`config.mk`:
```
export PLATFORM = sky130hd
export DESIGN_NAME = obstacle_spawner_flat
export DESIGN_NICKNAME = d
export VERILOG_FILES = /design/src/rtl/obstacle_spawner_if.sv /design/src/rtl/obstacle_spawner.sv /design/src/flat_wrapper.sv
export SDC_FILE = /design/constraint.sdc
export NUM_CORES = 1
export LEC_CHECK = 0
export ABC_AREA = 1
export BUFFER_PORTS_ARGS = -buffer_cell sky130_fd_sc_hd__buf_2
export CAP_MARGIN = 20
export CORE_UTILIZATION = 58
export CTS_BUF_LIST = sky130_fd_sc_hd__clkbuf_8
export DETAILED_ROUTE_END_ITERATION = 10
export PLACE_DENSITY = 0.79
export SYNTH_ARGS = -nofsm -noshare
export SYNTH_HDL_FRONTEND = slang
export SYNTH_SLANG_ARGS = --single-unit
```
`constraint.sdc`:
```
create_clock -name clk -period 3.4 [get_ports clk]
set_clock_uncertainty 0.2 [all_clocks]
set_input_delay 1.02 -clock clk [delete_from_list [all_inputs] [get_ports clk]]
set_output_delay 1.02 -clock clk [all_outputs]
set_load 0.02 [all_outputs]
```
`src/rtl/obstacle_spawner_if.sv`:
```
// ---------------------------------------------------------------------------
// obstacle_spawner_if
// Bundles the game-control inputs and the obstacle-pool outputs of the
// obstacle spawner so the game top level and the spawner share one port.
//
// Signals:
//   enable       game running; low holds the spawner idle
//   tick         one-cycle frame-tick pulse
//   rand_in      random byte from the LFSR stage (used on tick cycles)
//   obs_valid    bit i = slot i holds a live obstacle
//   obs_lane     slot i lane at [2i+1:2i]
//   obs_row      slot i row at [ROW_W*i+ROW_W-1:ROW_W*i]
//   spawn_pulse  one cycle, a spawn succeeded
//   spawn_drop   one cycle, a spawn attempt found no free slot
//   passed_count obstacles that left the road on the last tick
//
// Modports:
//   master  game/controller side (drives controls, observes obstacles)
//   slave   spawner side
// ---------------------------------------------------------------------------
interface obstacle_spawner_if #(
    parameter int NUM_SLOTS = 4,
    parameter int ROW_W     = 4
);
    logic                       enable;
    logic                       tick;
    logic [7:0]                 rand_in;
    logic [NUM_SLOTS-1:0]       obs_valid;
    logic [2*NUM_SLOTS-1:0]     obs_lane;
    logic [ROW_W*NUM_SLOTS-1:0] obs_row;
    logic                       spawn_pulse;
    logic                       spawn_drop;
    logic [3:0]                 passed_count;

    modport master (
        output enable,
        output tick,
        output rand_in,
        input  obs_valid,
        input  obs_lane,
        input  obs_row,
        input  spawn_pulse,
        input  spawn_drop,
        input  passed_count
    );

    modport slave (
        input  enable,
        input  tick,
        input  rand_in,
        output obs_valid,
        output obs_lane,
        output obs_row,
        output spawn_pulse,
        output spawn_drop,
        output passed_count
    );
endinterface

```
`src/rtl/obstacle_spawner.sv`:
```
// ---------------------------------------------------------------------------
// obstacle_spawner
// Turns the LFSR random byte into falling obstacles. A fixed pool of slots
// is advanced one row per frame tick; every SPAWN_PERIOD ticks a new obstacle
// is placed in the lowest free slot, in a lane picked from the random byte
// that never repeats the previous spawn's lane.
//
// Ports:
//   clk       system clock
//   reset     asynchronous, active-high reset
//   spawnBus  obstacle_spawner_if.slave: enable/tick/rand_in in,
//             slot positions and event pulses out (all registered)
// ---------------------------------------------------------------------------
module obstacle_spawner #(
    parameter int NUM_SLOTS    = 4,
    parameter int NUM_LANES    = 3,
    parameter int ROW_W        = 4,
    parameter int ROAD_ROWS    = 16,
    parameter int SPAWN_PERIOD = 8
) (
    input  logic                 clk,
    input  logic                 reset,
    obstacle_spawner_if.slave    spawnBus
);

    localparam int CNT_W = (SPAWN_PERIOD > 1) ? $clog2(SPAWN_PERIOD) : 1;
    localparam logic [CNT_W-1:0] CNT_RELOAD = CNT_W'(SPAWN_PERIOD - 1);
    localparam logic [ROW_W-1:0] LAST_ROW   = ROW_W'(ROAD_ROWS - 1);
    localparam logic [1:0]       TOP_LANE   = 2'(NUM_LANES - 1);

    typedef enum logic {
        IDLE,
        RUN
    } state_t;

    state_t                     state_q,       state_d;
    logic [CNT_W-1:0]           spawnCnt_q,    spawnCnt_d;
    logic [1:0]                 lastLane_q,    lastLane_d;
    logic [NUM_SLOTS-1:0]       valid_q,       valid_d;
    logic [2*NUM_SLOTS-1:0]     lane_q,        lane_d;
    logic [ROW_W*NUM_SLOTS-1:0] row_q,         row_d;
    logic                       spawnPulse_q,  spawnPulse_d;
    logic                       spawnDrop_q,   spawnDrop_d;
    logic [3:0]                 passedCount_q, passedCount_d;

    logic [1:0] candLane;
    logic [1:0] chosenLane;
    logic       slotFound;

    // Lane choice from the random byte. A candidate equal to the previous
    // spawn's lane is bumped to the next lane (wrapping) so two consecutive
    // obstacles never share a lane.
    always_comb begin
        candLane   = 2'(spawnBus.rand_in % 8'(NUM_LANES));
        chosenLane = candLane;
        if (candLane == lastLane_q) begin
            chosenLane = (candLane == TOP_LANE) ? 2'd0 : candLane + 2'd1;
        end
    end

    // Next-state logic. A tick first moves and retires obstacles, then the
    // spawn counter decides whether to allocate; allocation searches the
    // post-retire pool so a slot emptied on this tick can be reused at once.
    always_comb begin
        state_d       = state_q;
        spawnCnt_d    = spawnCnt_q;
        lastLane_d    = lastLane_q;
        valid_d       = valid_q;
        lane_d        = lane_q;
        row_d         = row_q;
        spawnPulse_d  = 1'b0;
        spawnDrop_d   = 1'b0;
        passedCount_d = 4'd0;
        slotFound     = 1'b0;

        case (state_q)
            IDLE: begin
                valid_d = '0;
                lane_d  = '0;
                row_d   = '0;
                if (spawnBus.enable) begin
                    state_d    = RUN;
                    spawnCnt_d = CNT_RELOAD;
                end
            end

            RUN: begin
                if (!spawnBus.enable) begin
                    state_d = IDLE;
                    valid_d = '0;
                    lane_d  = '0;
                    row_d   = '0;
                end else if (spawnBus.tick) begin
                    for (int i = 0; i < NUM_SLOTS; i++) begin
                        if (valid_q[i]) begin
                            if (row_q[i*ROW_W +: ROW_W] == LAST_ROW) begin
                                valid_d[i]              = 1'b0;
                                row_d[i*ROW_W +: ROW_W] = '0;
                                lane_d[2*i +: 2]        = 2'd0;
                                passedCount_d           = passedCount_d + 4'd1;
                            end else begin
                                row_d[i*ROW_W +: ROW_W] = row_q[i*ROW_W +: ROW_W] + ROW_W'(1);
                            end
                        end
                    end

                    if (spawnCnt_q != '0) begin
                        spawnCnt_d = spawnCnt_q - CNT_W'(1);
                    end else begin
                        spawnCnt_d = CNT_RELOAD;
                        for (int i = 0; i < NUM_SLOTS; i++) begin
                            if (!slotFound && !valid_d[i]) begin
                                slotFound               = 1'b1;
                                valid_d[i]              = 1'b1;
                                row_d[i*ROW_W +: ROW_W] = '0;
                                lane_d[2*i +: 2]        = chosenLane;
                            end
                        end
                        if (slotFound) begin
                            lastLane_d   = chosenLane;
                            spawnPulse_d = 1'b1;
                        end else begin
                            spawnDrop_d  = 1'b1;
                        end
                    end
                end
            end

            default: begin
                state_d = IDLE;
            end
        endcase
    end

    // State and output registers; reset returns everything to an empty idle
    // road with the spawn counter at its reload value.
    always_ff @(posedge clk or posedge reset) begin
        if (reset) begin
            state_q       <= IDLE;
            spawnCnt_q    <= CNT_RELOAD;
            lastLane_q    <= 2'd0;
            valid_q       <= '0;
            lane_q        <= '0;
            row_q         <= '0;
            spawnPulse_q  <= 1'b0;
            spawnDrop_q   <= 1'b0;
            passedCount_q <= 4'd0;
        end else begin
            state_q       <= state_d;
            spawnCnt_q    <= spawnCnt_d;
            lastLane_q    <= lastLane_d;
            valid_q       <= valid_d;
            lane_q        <= lane_d;
            row_q         <= row_d;
            spawnPulse_q  <= spawnPulse_d;
            spawnDrop_q   <= spawnDrop_d;
            passedCount_q <= passedCount_d;
        end
    end

    assign spawnBus.obs_valid    = valid_q;
    assign spawnBus.obs_lane     = lane_q;
    assign spawnBus.obs_row      = row_q;
    assign spawnBus.spawn_pulse  = spawnPulse_q;
    assign spawnBus.spawn_drop   = spawnDrop_q;
    assign spawnBus.passed_count = passedCount_q;

endmodule

```
`src/flat_wrapper.sv`:
```
// flat-port wrapper written by rule: the top's interface ports become plain ports
module obstacle_spawner_flat 
#(
    parameter int NUM_SLOTS    = 4,
    parameter int NUM_LANES    = 3,
    parameter int ROW_W        = 4,
    parameter int ROAD_ROWS    = 16,
    parameter int SPAWN_PERIOD = 8
)
  (clk, reset, spawnBus_enable, spawnBus_tick, spawnBus_rand_in, spawnBus_obs_valid, spawnBus_obs_lane, spawnBus_obs_row, spawnBus_spawn_pulse, spawnBus_spawn_drop, spawnBus_passed_count);
  obstacle_spawner_if #(.NUM_SLOTS(NUM_SLOTS), .ROW_W(ROW_W)) spawnBus_i ();
  input  logic clk;
  input  logic reset;
  input wire logic [$bits(spawnBus_i.enable)-1:0] spawnBus_enable;
  input wire logic [$bits(spawnBus_i.tick)-1:0] spawnBus_tick;
  input wire logic [$bits(spawnBus_i.rand_in)-1:0] spawnBus_rand_in;
  output wire logic [$bits(spawnBus_i.obs_valid)-1:0] spawnBus_obs_valid;
  output wire logic [$bits(spawnBus_i.obs_lane)-1:0] spawnBus_obs_lane;
  output wire logic [$bits(spawnBus_i.obs_row)-1:0] spawnBus_obs_row;
  output wire logic [$bits(spawnBus_i.spawn_pulse)-1:0] spawnBus_spawn_pulse;
  output wire logic [$bits(spawnBus_i.spawn_drop)-1:0] spawnBus_spawn_drop;
  output wire logic [$bits(spawnBus_i.passed_count)-1:0] spawnBus_passed_count;
  assign spawnBus_i.enable = spawnBus_enable;
  assign spawnBus_i.tick = spawnBus_tick;
  assign spawnBus_i.rand_in = spawnBus_rand_in;
  assign spawnBus_obs_valid = spawnBus_i.obs_valid;
  assign spawnBus_obs_lane = spawnBus_i.obs_lane;
  assign spawnBus_obs_row = spawnBus_i.obs_row;
  assign spawnBus_spawn_pulse = spawnBus_i.spawn_pulse;
  assign spawnBus_spawn_drop = spawnBus_i.spawn_drop;
  assign spawnBus_passed_count = spawnBus_i.passed_count;
  obstacle_spawner #(.NUM_SLOTS(NUM_SLOTS), .NUM_LANES(NUM_LANES), .ROW_W(ROW_W), .ROAD_ROWS(ROAD_ROWS), .SPAWN_PERIOD(SPAWN_PERIOD)) u_core (.clk(clk), .reset(reset), .spawnBus(spawnBus_i));
endmodule
```
# Word level (Yosys, flattened, before mapping)
# Index checks and enable logic that the tools add are counted.
dict set report word_totals {
  reg_bits 40
  input_bits 12
  output_inout_bits 34
  wordCells 160
}
dict set report op_classes {
  add_sub_neg 9
  n_div 1
  n_eq_ne 10
  muxes 117
  bitwise_logic 2
  n_reduce_logical 12
}
# cell count
set op_table {}
lappend op_table {{2-to-1 mux 4 bit} 34}
lappend op_table {{2-to-1 mux 1 bit} 55}
lappend op_table {{2-to-1 mux 16 bit} 3}
lappend op_table {{case mux 16 bit (2 select lines)} 1}
lappend op_table {{adder 4 x 1 -> 4 bit, second input constant} 7}
lappend op_table {{2-to-1 mux 2 bit} 14}
lappend op_table {{2-to-1 mux 8 bit} 3}
lappend op_table {{== test 4 bit, second input constant} 4}
lappend op_table {{case mux 8 bit (2 select lines)} 1}
lappend op_table {{2-to-1 mux 3 bit} 4}
lappend op_table {{modulo 8 x 2 -> 8 bit, second input constant} 1}
lappend op_table {{case mux 4 bit (2 select lines)} 1}
lappend op_table {{zero test 1 bit} 6}
lappend op_table {{inequality test 2 bit, second input constant} 3}
lappend op_table {{case mux 3 bit (2 select lines)} 1}
lappend op_table {{AND reduction 5 bit} 1}
lappend op_table {{logical AND 1 bit} 3}
lappend op_table {{inequality test 3 bit, second input constant} 1}
lappend op_table {{AND reduction 3 bit} 1}
lappend op_table {{nonzero test 3 bit} 1}
lappend op_table {{subtractor 3 x 1 -> 3 bit, second input constant} 1}
lappend op_table {{adder 2 x 1 -> 2 bit, second input constant} 1}
lappend op_table {{== test 2 bit} 1}
lappend op_table {{== test 2 bit, second input constant} 1}
lappend op_table {{NOT 1 bit} 2}

# Logic depth before layout (Yosys ltp)
# Gate-level depths: netlist of the first run.
dict set report logic_depth {
  depth_word 37
  mapped_depth 28
  ltp_nobuf 28
}

# Least setup slack after synthesis of the first run
# No wires, ideal clock.
dict set report synth_timing {
  kind {in2reg}
  start {in spawnBus_rand_in[6]}
  end {reg u_core.lane_q[2] (netlist: u_core.spawnBus.obs_lane[2])}
  setup_ns 0.116
  t_arrival_ns 3.272
  t_required_ns 3.084
  setup_slack_ns -0.188
  stages 27
  path_buffers 0
  path_cell_list {inv_1 > nand2_1 > nand2_1 > nand4_1 > nand2_1 > nand3_1 > nand2_1 > o21ai_2 > and2_1 > ha_1 > a21oi_2 > nand2_2 > nand2_1 > nand2_1 > ha_1 > inv_1 > nand2_1 > inv_2 > nand2_4 > nand2_2 > nand2_1 > nand2_1 > nand2_1 > nand2_2 > nand2_1 > nand2_1 > nand2_1}
}
dict set report synth_between {
  elab_chain_cells 9
  word_cells_on_any_way 11
  cone_classes {add/sub (1); div (1); eq/ne (2); mux (7)}
}
# item line
set synth_rtl {}
lappend synth_rtl {{start, declared} flat_wrapper.sv:16} ;# input wire logic [$bits(spawnBus_i.rand_in)-1:0] spawnBus_rand_in;
lappend synth_rtl {{modulo 8 x 2 -> 8 bit *} obstacle_spawner.sv:54} ;# candLane = 2'(spawnBus.rand_in % 8'(NUM_LANES));
lappend synth_rtl {{adder 2 x 1 -> 2 bit or == test 2 bit (tied branches)} obstacle_spawner.sv:57} ;# chosenLane = (candLane == TOP_LANE) ? 2'd0 : candLane + 2'd1;
lappend synth_rtl {{2-to-1 mux 2 bit} obstacle_spawner.sv:57}
lappend synth_rtl {{2-to-1 mux 2 bit *} obstacle_spawner.sv:56} ;# if (candLane == lastLane_q) begin
lappend synth_rtl {{2-to-1 mux 2 bit *} obstacle_spawner.sv:112} ;# if (!slotFound && !valid_d[i]) begin
lappend synth_rtl {{2-to-1 mux 8 bit *} obstacle_spawner.sv:107} ;# if (spawnCnt_q != '0) begin
lappend synth_rtl {{2-to-1 mux 8 bit *} obstacle_spawner.sv:93} ;# end else if (spawnBus.tick) begin
lappend synth_rtl {{2-to-1 mux 8 bit *} obstacle_spawner.sv:88} ;# if (!spawnBus.enable) begin
lappend synth_rtl {{case mux 8 bit (2 select lines) *} obstacle_spawner.sv:76} ;# case (state_q)
lappend synth_rtl {{end signal, assigned} obstacle_spawner.sv:153} ;# lane_q <= lane_d;
lappend synth_rtl {{end, declared} obstacle_spawner.sv:40} ;# logic [2*NUM_SLOTS-1:0] lane_q, lane_d;
# Every way passes the cells marked *; elsewhere a longest branch is shown, timed or not. The select of a mux whose other input is x is not followed.
# A chain may end at the register's enable or synchronous reset.

# Worst setup path in the final report of the first run
dict set report layout_timing {
  start {in spawnBus_rand_in[6]}
  end {reg u_core.lane_q[0] (netlist: u_core.spawnBus.obs_lane[0])}
}
# The elaborated chain is that of the path after synthesis.

==> results.py, run 1 <==
metrics = {
    "outcome": {
        "outcome": "complete, but fails checks",
        "violations": "setup timing",
    },
    "clock_network": {
        "clk_pin_slew_ns": 0.09,
        "numCtsBuffers": 5,
        "cts_tree": "built",
        "htreeDepth": 2,
        "clockBufferDepth": 2,
        "cts.sinks": 40,
        "cts_root_buffer": "clkbuf_8",
        "postCtsHoldBufs": 0,
        "clkLatencyLatePin_ns": 0.30,
    },
    "layout": {
        "post-route-util": 0.809,
        "multiInputGateArea_um2": 1520,
        "final_nets": 460,
        "most-common-layout-cells": "nand2_1 (93), inv_1 (47), buf_2 (43)",
        "ff_latch_area_um2": 1000,
        "drive_gt1_frac": 0.299,
        "insertedDiodeCount": 0,
        "fillers": 301,
        "final_common_cell": "nand2_1",
        "area_growth_syn_to_layout_pct": 29.5,
    },
    "die": {
        "io_pins": 46,
        "die_w_um": 68.8,
        "core_region_area_um2": 4140,
        "die-area_um2": 4740,
        "start_util": 0.625,
        "die_h_um": 68.8,
        "rows": 23,
    },
    "power": {
        "swShare": 0.298,
        "clkPwrFrac": 0.343,
        "p_seq_frac": 0.406,
        "p_sw_uw": 363,
        "power.share.combinational": 0.251,
        "vdd_drop_max_uv": 304,
        "p_int_uw": 853,
        "power_density_nw_per_um2": 362,
        "p_leak_uw": 0.00178,
    },
    "global_routing": {
        "grt_pass1_vias": 2425,
        "antenna_found_initial": 0,
        "grt_use_met1": 0.366,
        "gr-usage-met3": 0.0641,
        "overflow": 0,
        "grt_usage": 0.295,
        "grt_pass1_wl_um": 10300,
        "gr-usage-met2": 0.498,
        "busiest_layer": "met2",
        "grt_max_degree": 41,
    },
    "sta": {
        "setup_viol": 10,
        "timing.final.crit_share": 1.05,
        "rsz0062_at_grt": "true",
        "final_hold_viol_count": 0,
        "setup_tns_ns": -1.16,
        "relSlewSlack": 0.618,
        "worst_pin_slew_ns": 0.569,
        "layout_min_cycle_time_ns": 3.55,
        "report.final.slew_viol_count": 0,
        "fin_ws_ns": -0.154,
        "max_freq_ghz": 0.281,
    },
    "logic_synthesis": {
        "synth_edf_count": 0,
        "ys_seq_area_frac": 0.388,
        "syn_inst": 363,
        "async_flop_share": 1.00,
        "synth_warnings": 0,
        "netlist_area_um2": 2590,
        "synth_area_per_cell_um2": 7.14,
        "ys_ff_latch": 40,
        "synth_fp_nets": 386,
        "synthFlopType": "dfrtp_1",
        "ys_types": 31,
    },
    "worst_setup_path": {
        "cp_max_fo": 5,
        "rrSetupSlack_ns": 0.60,
        "startpoint_type": "input port",
        "cp-end-kind": "flip-flop",
        "worstPathArrival_ns": 3.54,
        "critPathKind": "input port to flip-flop",
        "critPathRequiredTime_ns": 3.39,
    },
    "placement": {
        "gp_congestion": 0.844,
        "hpwlAfterDp_um": 4470,
        "io_buffers": 45,
    },
    "routing": {
        "vias": 2642,
        "wl_per_cell_um": 13.6,
        "drtPass1Iterations": 5,
        "drc_errors": 0,
        "drt_iter0_drc": 169,
        "postRouteAntennaNets": 0,
        "wl_um": 6620,
        "avgViaCountPerCell": 5.41,
    },
    "worst_hold_path": {
        "hp-class": "flip-flop to flip-flop",
    },
    "flow_run": {
        "drv_cap": 0,
    },
}
==> layer usage <==
metal | wire [µm] | part of all wire
met5 | 0 | 0
met4 | 112 | 0.017
met3 | 314 | 0.047
met2 | 3220 | 0.49
met1 | 2980 | 0.45
==> state kept, by name, indices dropped and copies added, names as in the netlist <==
register / cells
u_core.lastLane_q: 2
u_core.spawnBus.obs_row: 16
u_core.spawnBus.obs_valid: 4
u_core.state_q: 1
u_core.spawnBus.obs_lane: 8
u_core.spawnBus.spawn_drop: 1
u_core.spawnBus.spawn_pulse: 1
u_core.spawnBus.passed_count: 4
u_core.spawnCnt_q: 3
==> worst max-delay path, stage by stage <==
cell and delay [ns]:
buf_12 0.11, inv_12 0.05, nand2_4 0.04, nand2_4 0.06, nand4_1 0.18, buf_4 0.20, buf_4 0.12, buf_4 0.12
nand4_1 0.13, nand2_2 0.09, o21ai_4 0.17, a21oi_4 0.09, nand2_2 0.08, nand2_2 0.06, nand2_2 0.08, ha_4 0.12
inv_2 0.03, nand2_2 0.07, inv_4 0.05, nand2_4 0.08, nand2_1 0.06, nand3_1 0.10, nand3_2 0.11, nand2_4 0.12
nand2_1 0.07, nand2_1 0.06, nand2_1 0.05
==> final timing paths <==
kind / endpoint / startpoint / cells past startpoint
worst max register to register: u_core.spawnBus.passed_count[2]$_DFF_PP0_ / u_core.spawnBus.obs_row[0]$_DFFE_PP0P_ / 13
worst min register to register: u_core.spawnCnt_q[0]$_DFFE_PP1P_ / u_core.spawnCnt_q[0]$_DFFE_PP1P_ / 2
worst max-delay path: u_core.spawnBus.obs_lane[0]$_DFFE_PP0P_ / spawnBus_rand_in[6] / 27
max in group asynchronous: u_core.spawnCnt_q[2]$_DFFE_PP1P_ / reset / 3
worst min-delay path: u_core.spawnCnt_q[0]$_DFFE_PP1P_ / u_core.spawnCnt_q[0]$_DFFE_PP1P_ / 2
min in group asynchronous: u_core.lastLane_q[0]$_DFFE_PP0P_ / reset / 3
==> synthesized netlist by cell type (all sizes together), types with 3 or more instances <==
cell / instances / share of area
a21oi: 18 / 0.038
clkbuf: 3 / 0.0043
dfrtp: 37 / 0.36
dfstp: 3 / 0.030
ha: 11 / 0.053
inv: 52 / 0.075
nand2: 117 / 0.19
nand3: 34 / 0.070
nand4: 8 / 0.019
nor2: 30 / 0.043
nor3: 5 / 0.0097
o21ai: 26 / 0.057
xor2: 5 / 0.017
==> layout make-up <==
class / count / share of cell area
Clock buffer: 6 / 0.0246
Inverter: 53 / 0.0638
Tap cell: 50 / 0.0186
Timing Repair Buffer: 70 / 0.128
Sequential cell: 40 / 0.300
Clock inverter: 2 / 0.0116
Multi-Input combinational cell: 267 / 0.454
==> kinds of logic after synthesis <==
| family | after synthesis | synth area share |
|---|---|---|
| AOI/OAI and AO/OA | 56 | 0.130 |
| xor gates and xnor gates | 5 | 0.0169 |
| adders and majority gates | 11 | 0.0531 |
| buffers and inverters | 56 | 0.0811 |
| DFF | 40 | 0.388 |
| and+or+nand+nor | 195 | 0.331 |
==> metrics by stage <==
| step | hold WS, ns | power [µW] | instances | setup WS, ns | area [µm²] |
|---|---|---|---|---|---|
| after floorplan | 0.265 | 673 | 363 | -0.0672 | 2650 |
| after global placement | 0.277 | 732 | 466 | -0.338 | 3010 |
| after detailed placement | 0.288 | 739 | 466 | -0.469 | 3010 |
| after CTS | 0.304 | 1180 | 484 | -0.0403 | 3250 |
| after global routing | 0.331 | 1260 | 488 | -0.341 | 3350 |
| final | 0.298 | 1220 | 488 | -0.154 | 3350 |
==> timing repair <==
| item | 4_1_cts | 5_1_grt |
|---|---|---|
| endpoints found under the setup margin | 10 | 10 |
| buffers inserted | 10 | 4 |
| gates resized for setup | 14 | 17 |
| pin swaps | 9 | 10 |
==> power groups by stage <==
stage          clock network [µW]  registers (µW)  logic, µW
4_1_cts                       423             494        267
5_1_grt                       435             496        332
6_report                      417             494        305
3_5_place_dp                    0             503        236
2_1_floorplan                   0             502        171
3_3_place_gp                    0             503        228
(Power assumes the default switching activity.)
==> inputs of run 2 (changes only) <==
--- a/config.mk
+++ b/config.mk
@@ -9,8 +9,8 @@
 export BUFFER_PORTS_ARGS = -buffer_cell sky130_fd_sc_hd__buf_2
 export CAP_MARGIN = 20
-export CORE_UTILIZATION = 58
+export CORE_UTILIZATION = 25
 export CTS_BUF_LIST = sky130_fd_sc_hd__clkbuf_8
 export DETAILED_ROUTE_END_ITERATION = 10
-export PLACE_DENSITY = 0.79
+export PLACE_DENSITY = 0.39
 export SYNTH_ARGS = -nofsm -noshare
 export SYNTH_HDL_FRONTEND = slang
==> constraint.sdc (replaced) <==
create_clock -name clk -period 3.4 [get_ports clk]
set_clock_uncertainty 0.2 [all_clocks]
set_input_delay 1.02 -clock clk [delete_from_list [all_inputs] [get_ports clk]]
set_output_delay 1.02 -clock clk [all_outputs]
set_load 0.1 [all_outputs]
==> run 2 against run 1 <==
The run still ends with setup timing left. Via count fell by 3.3%. Sequential power barely moved. Wire length rose by 7.5%. Die area rose by 130%. First-iteration DRC count fell by 49%. Hold slack improved by 0.0048 ns. Combinational power rose by 6.9%. Sequential share of layout area fell by 1.2 points. Utilization fell by 46 points. Non-clock buffer count fell by 3. Global-route usage fell by 16 points.
==> results.py, run 2 (synthesis gave the netlist of run 1 again) <==
metrics = {
    "routing": {
        "avgViaCountPerCell": 4.50,
        "drc_errors": 0,
        "wl_per_cell_um": 12.5,
        "vias": 2556,
        "drt_iter0_drc": 86,
        "postRouteAntennaNets": 0,
        "wl_um": 7120,
        "drtPass1Iterations": 4,
    },
    "flow_run": {
        "drv_cap": 0,
    },
    "sta": {
        "layout_min_cycle_time_ns": 3.44,
        "timing.final.crit_share": 1.01,
        "rsz0062_at_grt": "true",
        "setup_viol": 8,
        "final_hold_viol_count": 0,
        "max_freq_ghz": 0.291,
        "setup_tns_ns": -0.222,
        "worst_pin_slew_ns": 0.563,
        "report.final.slew_viol_count": 0,
        "relSlewSlack": 0.622,
        "fin_hold_ws_ns": 0.303,
        "fin_ws_ns": -0.0419,
    },
    "clock_network": {
        "cts_tree": "built",
        "clkLatencyLatePin_ns": 0.30,
        "htreeDepth": 2,
        "cts_root_buffer": "clkbuf_8",
        "clockBufferDepth": 2,
        "cts.sinks": 40,
        "clk_pin_slew_ns": 0.08,
        "numCtsBuffers": 5,
    },
    "power": {
        "p_sw_uw": 376,
        "vdd_drop_max_uv": 112,
        "p_seq_frac": 0.427,
        "p_int_uw": 783,
        "power_uw": 1160,
        "power.share.combinational": 0.281,
        "p_leak_uw": 0.00177,
        "power_density_nw_per_um2": 332,
        "clkPwrFrac": 0.292,
        "swShare": 0.325,
    },
    "worst_hold_path": {
        "hp-class": "flip-flop to flip-flop",
    },
    "worst_setup_path": {
        "cp-end-kind": "flip-flop",
        "startpoint_type": "input port",
        "critPathKind": "input port to flip-flop",
        "cp_max_fo": 5,
        "critPathRequiredTime_ns": 3.43,
        "worstPathArrival_ns": 3.47,
    },
    "die": {
        "io_pins": 46,
        "core_region_area_um2": 9910,
        "die_w_um": 104,
        "start_util": 0.261,
        "die-area_um2": 10800,
        "rows": 36,
        "die_h_um": 104,
    },
    "global_routing": {
        "antenna_found_initial": 0,
        "overflow": 0,
        "grt_max_degree": 41,
        "grt_usage": 0.136,
        "grt_pass1_vias": 2453,
        "grt_pass1_wl_um": 12000,
    },
    "layout": {
        "insertedDiodeCount": 0,
        "largest_register_ffs": 16,
        "fillers": 1100,
        "most-common-layout-cells": "nand2_1 (91), inv_1 (47), buf_2 (42)",
        "area_growth_syn_to_layout_pct": 34.8,
        "final_common_cell": "nand2_1",
        "final_area_um2": 3490,
        "final_nets": 457,
        "drive_gt1_frac": 0.310,
        "fin_cells": 568,
    },
    "placement": {
        "gp_congestion": 0.763,
        "hpwlAfterDp_um": 5270,
        "post_dp_cell_area_um2": 3140,
        "io_buffers": 45,
        "place_inst": 552,
    },
    "outcome": {
        "outcome": "complete, but fails checks",
        "violations": "setup timing",
    },
}
## run 2: changes by cell type in the layout (fill, tap and decap cells not counted), sizes merged
cell / previous run / this run
inv: 52 / 51
buf: 70 / 67
clkinv: 2 / 4
bufinv: 1 / 0
## run 2: metrics by stage
stage,setup slack [ns],utilization
3_3_place_gp,-0.469,0.317
4_1_cts,-0.0476,0.335
6_report,-0.0419,0.353
2_1_floorplan,-0.144,-
3_5_place_dp,-0.500,0.317
5_1_grt,-0.246,0.353
## run 2: what timing repair did
item	in CTS	in global routing
setup buffers	4	4
pin swaps	22	22
hold buffers	0	0
resized for setup	15	32
endpoints found under the setup margin	10	10
## run 2: worst paths after layout
check                                                            endpoint  cells after the start                              startpoint  slack, ns
worst max-delay path                     u_core.lastLane_q[0]$_DFFE_PP0P_                     25                     spawnBus_rand_in[6]      -0.04
worst min-delay path                     u_core.spawnCnt_q[2]$_DFFE_PP1P_                      2        u_core.spawnCnt_q[2]$_DFFE_PP1P_       0.30
worst max register to register  u_core.spawnBus.passed_count[1]$_DFF_PP0_                     14  u_core.spawnBus.obs_row[0]$_DFFE_PP0P_       0.59
worst min register to register           u_core.spawnCnt_q[2]$_DFFE_PP1P_                      2        u_core.spawnCnt_q[2]$_DFFE_PP1P_       0.30
max in group asynchronous                u_core.spawnCnt_q[0]$_DFFE_PP1P_                      3                                   reset       1.97
min in group asynchronous       u_core.spawnBus.passed_count[1]$_DFF_PP0_                      3                                   reset       0.65
## run 2: final cells by class
cell class | count | area, µm² | share of cell area
clock buffer | 6 | 82.6 | 0.0236
inverter | 53 | 220 | 0.0630
multi-input combinational | 267 | 1590 | 0.456
clock inverter | 2 | 10.0 | 0.00287
sequential | 40 | 1000 | 0.288
timing repair buffer | 67 | 418 | 0.120
tap | 133 | 166 | 0.0476
## run 2: per-layer routing
| metal | routed length [µm] | part of all wire | vias up | GRT usage |
|---|---|---|---|---|
| li1 | - | - | 1322 | - |
| met1 | 3430 | 0.48 | 1183 | 0.179 |
| met2 | 3410 | 0.48 | 46 | 0.230 |
| met3 | 214 | 0.030 | 5 | 0.0239 |
| met4 | 62 | 0.0087 | 0 | 0.0306 |
| met5 | 0 | 0 | - | 0 |
## run 2: worst max-delay path: stages
cell      delay, ns
buf_12         0.12
inv_16         0.05
nand3_4        0.07
nand4_1        0.15
buf_4          0.13
nand4_1        0.11
nand2_1        0.10
o21ai_2        0.06
and2_4         0.14
ha_4           0.16
a21oi_4        0.14
nand2_2        0.08
nand2_2        0.07
nand2_2        0.07
ha_4           0.16
inv_2          0.04
nand2_2        0.06
clkinv_4       0.10
nand2_8        0.07
nand2_4        0.08
nand3_2        0.06
nand3_2        0.10
nand2_4        0.08
buf_4          0.14
o21ai_2        0.09
## run 2: power by group through the flow
stage / registers [µW] / clock network [µW] / logic [µW]
floorplan: 502 / 0 / 172
global placement: 503 / 0 / 242
detailed placement: 504 / 0 / 244
CTS: 494 / 352 / 261
global route: 496 / 371 / 363
finish: 495 / 339 / 326
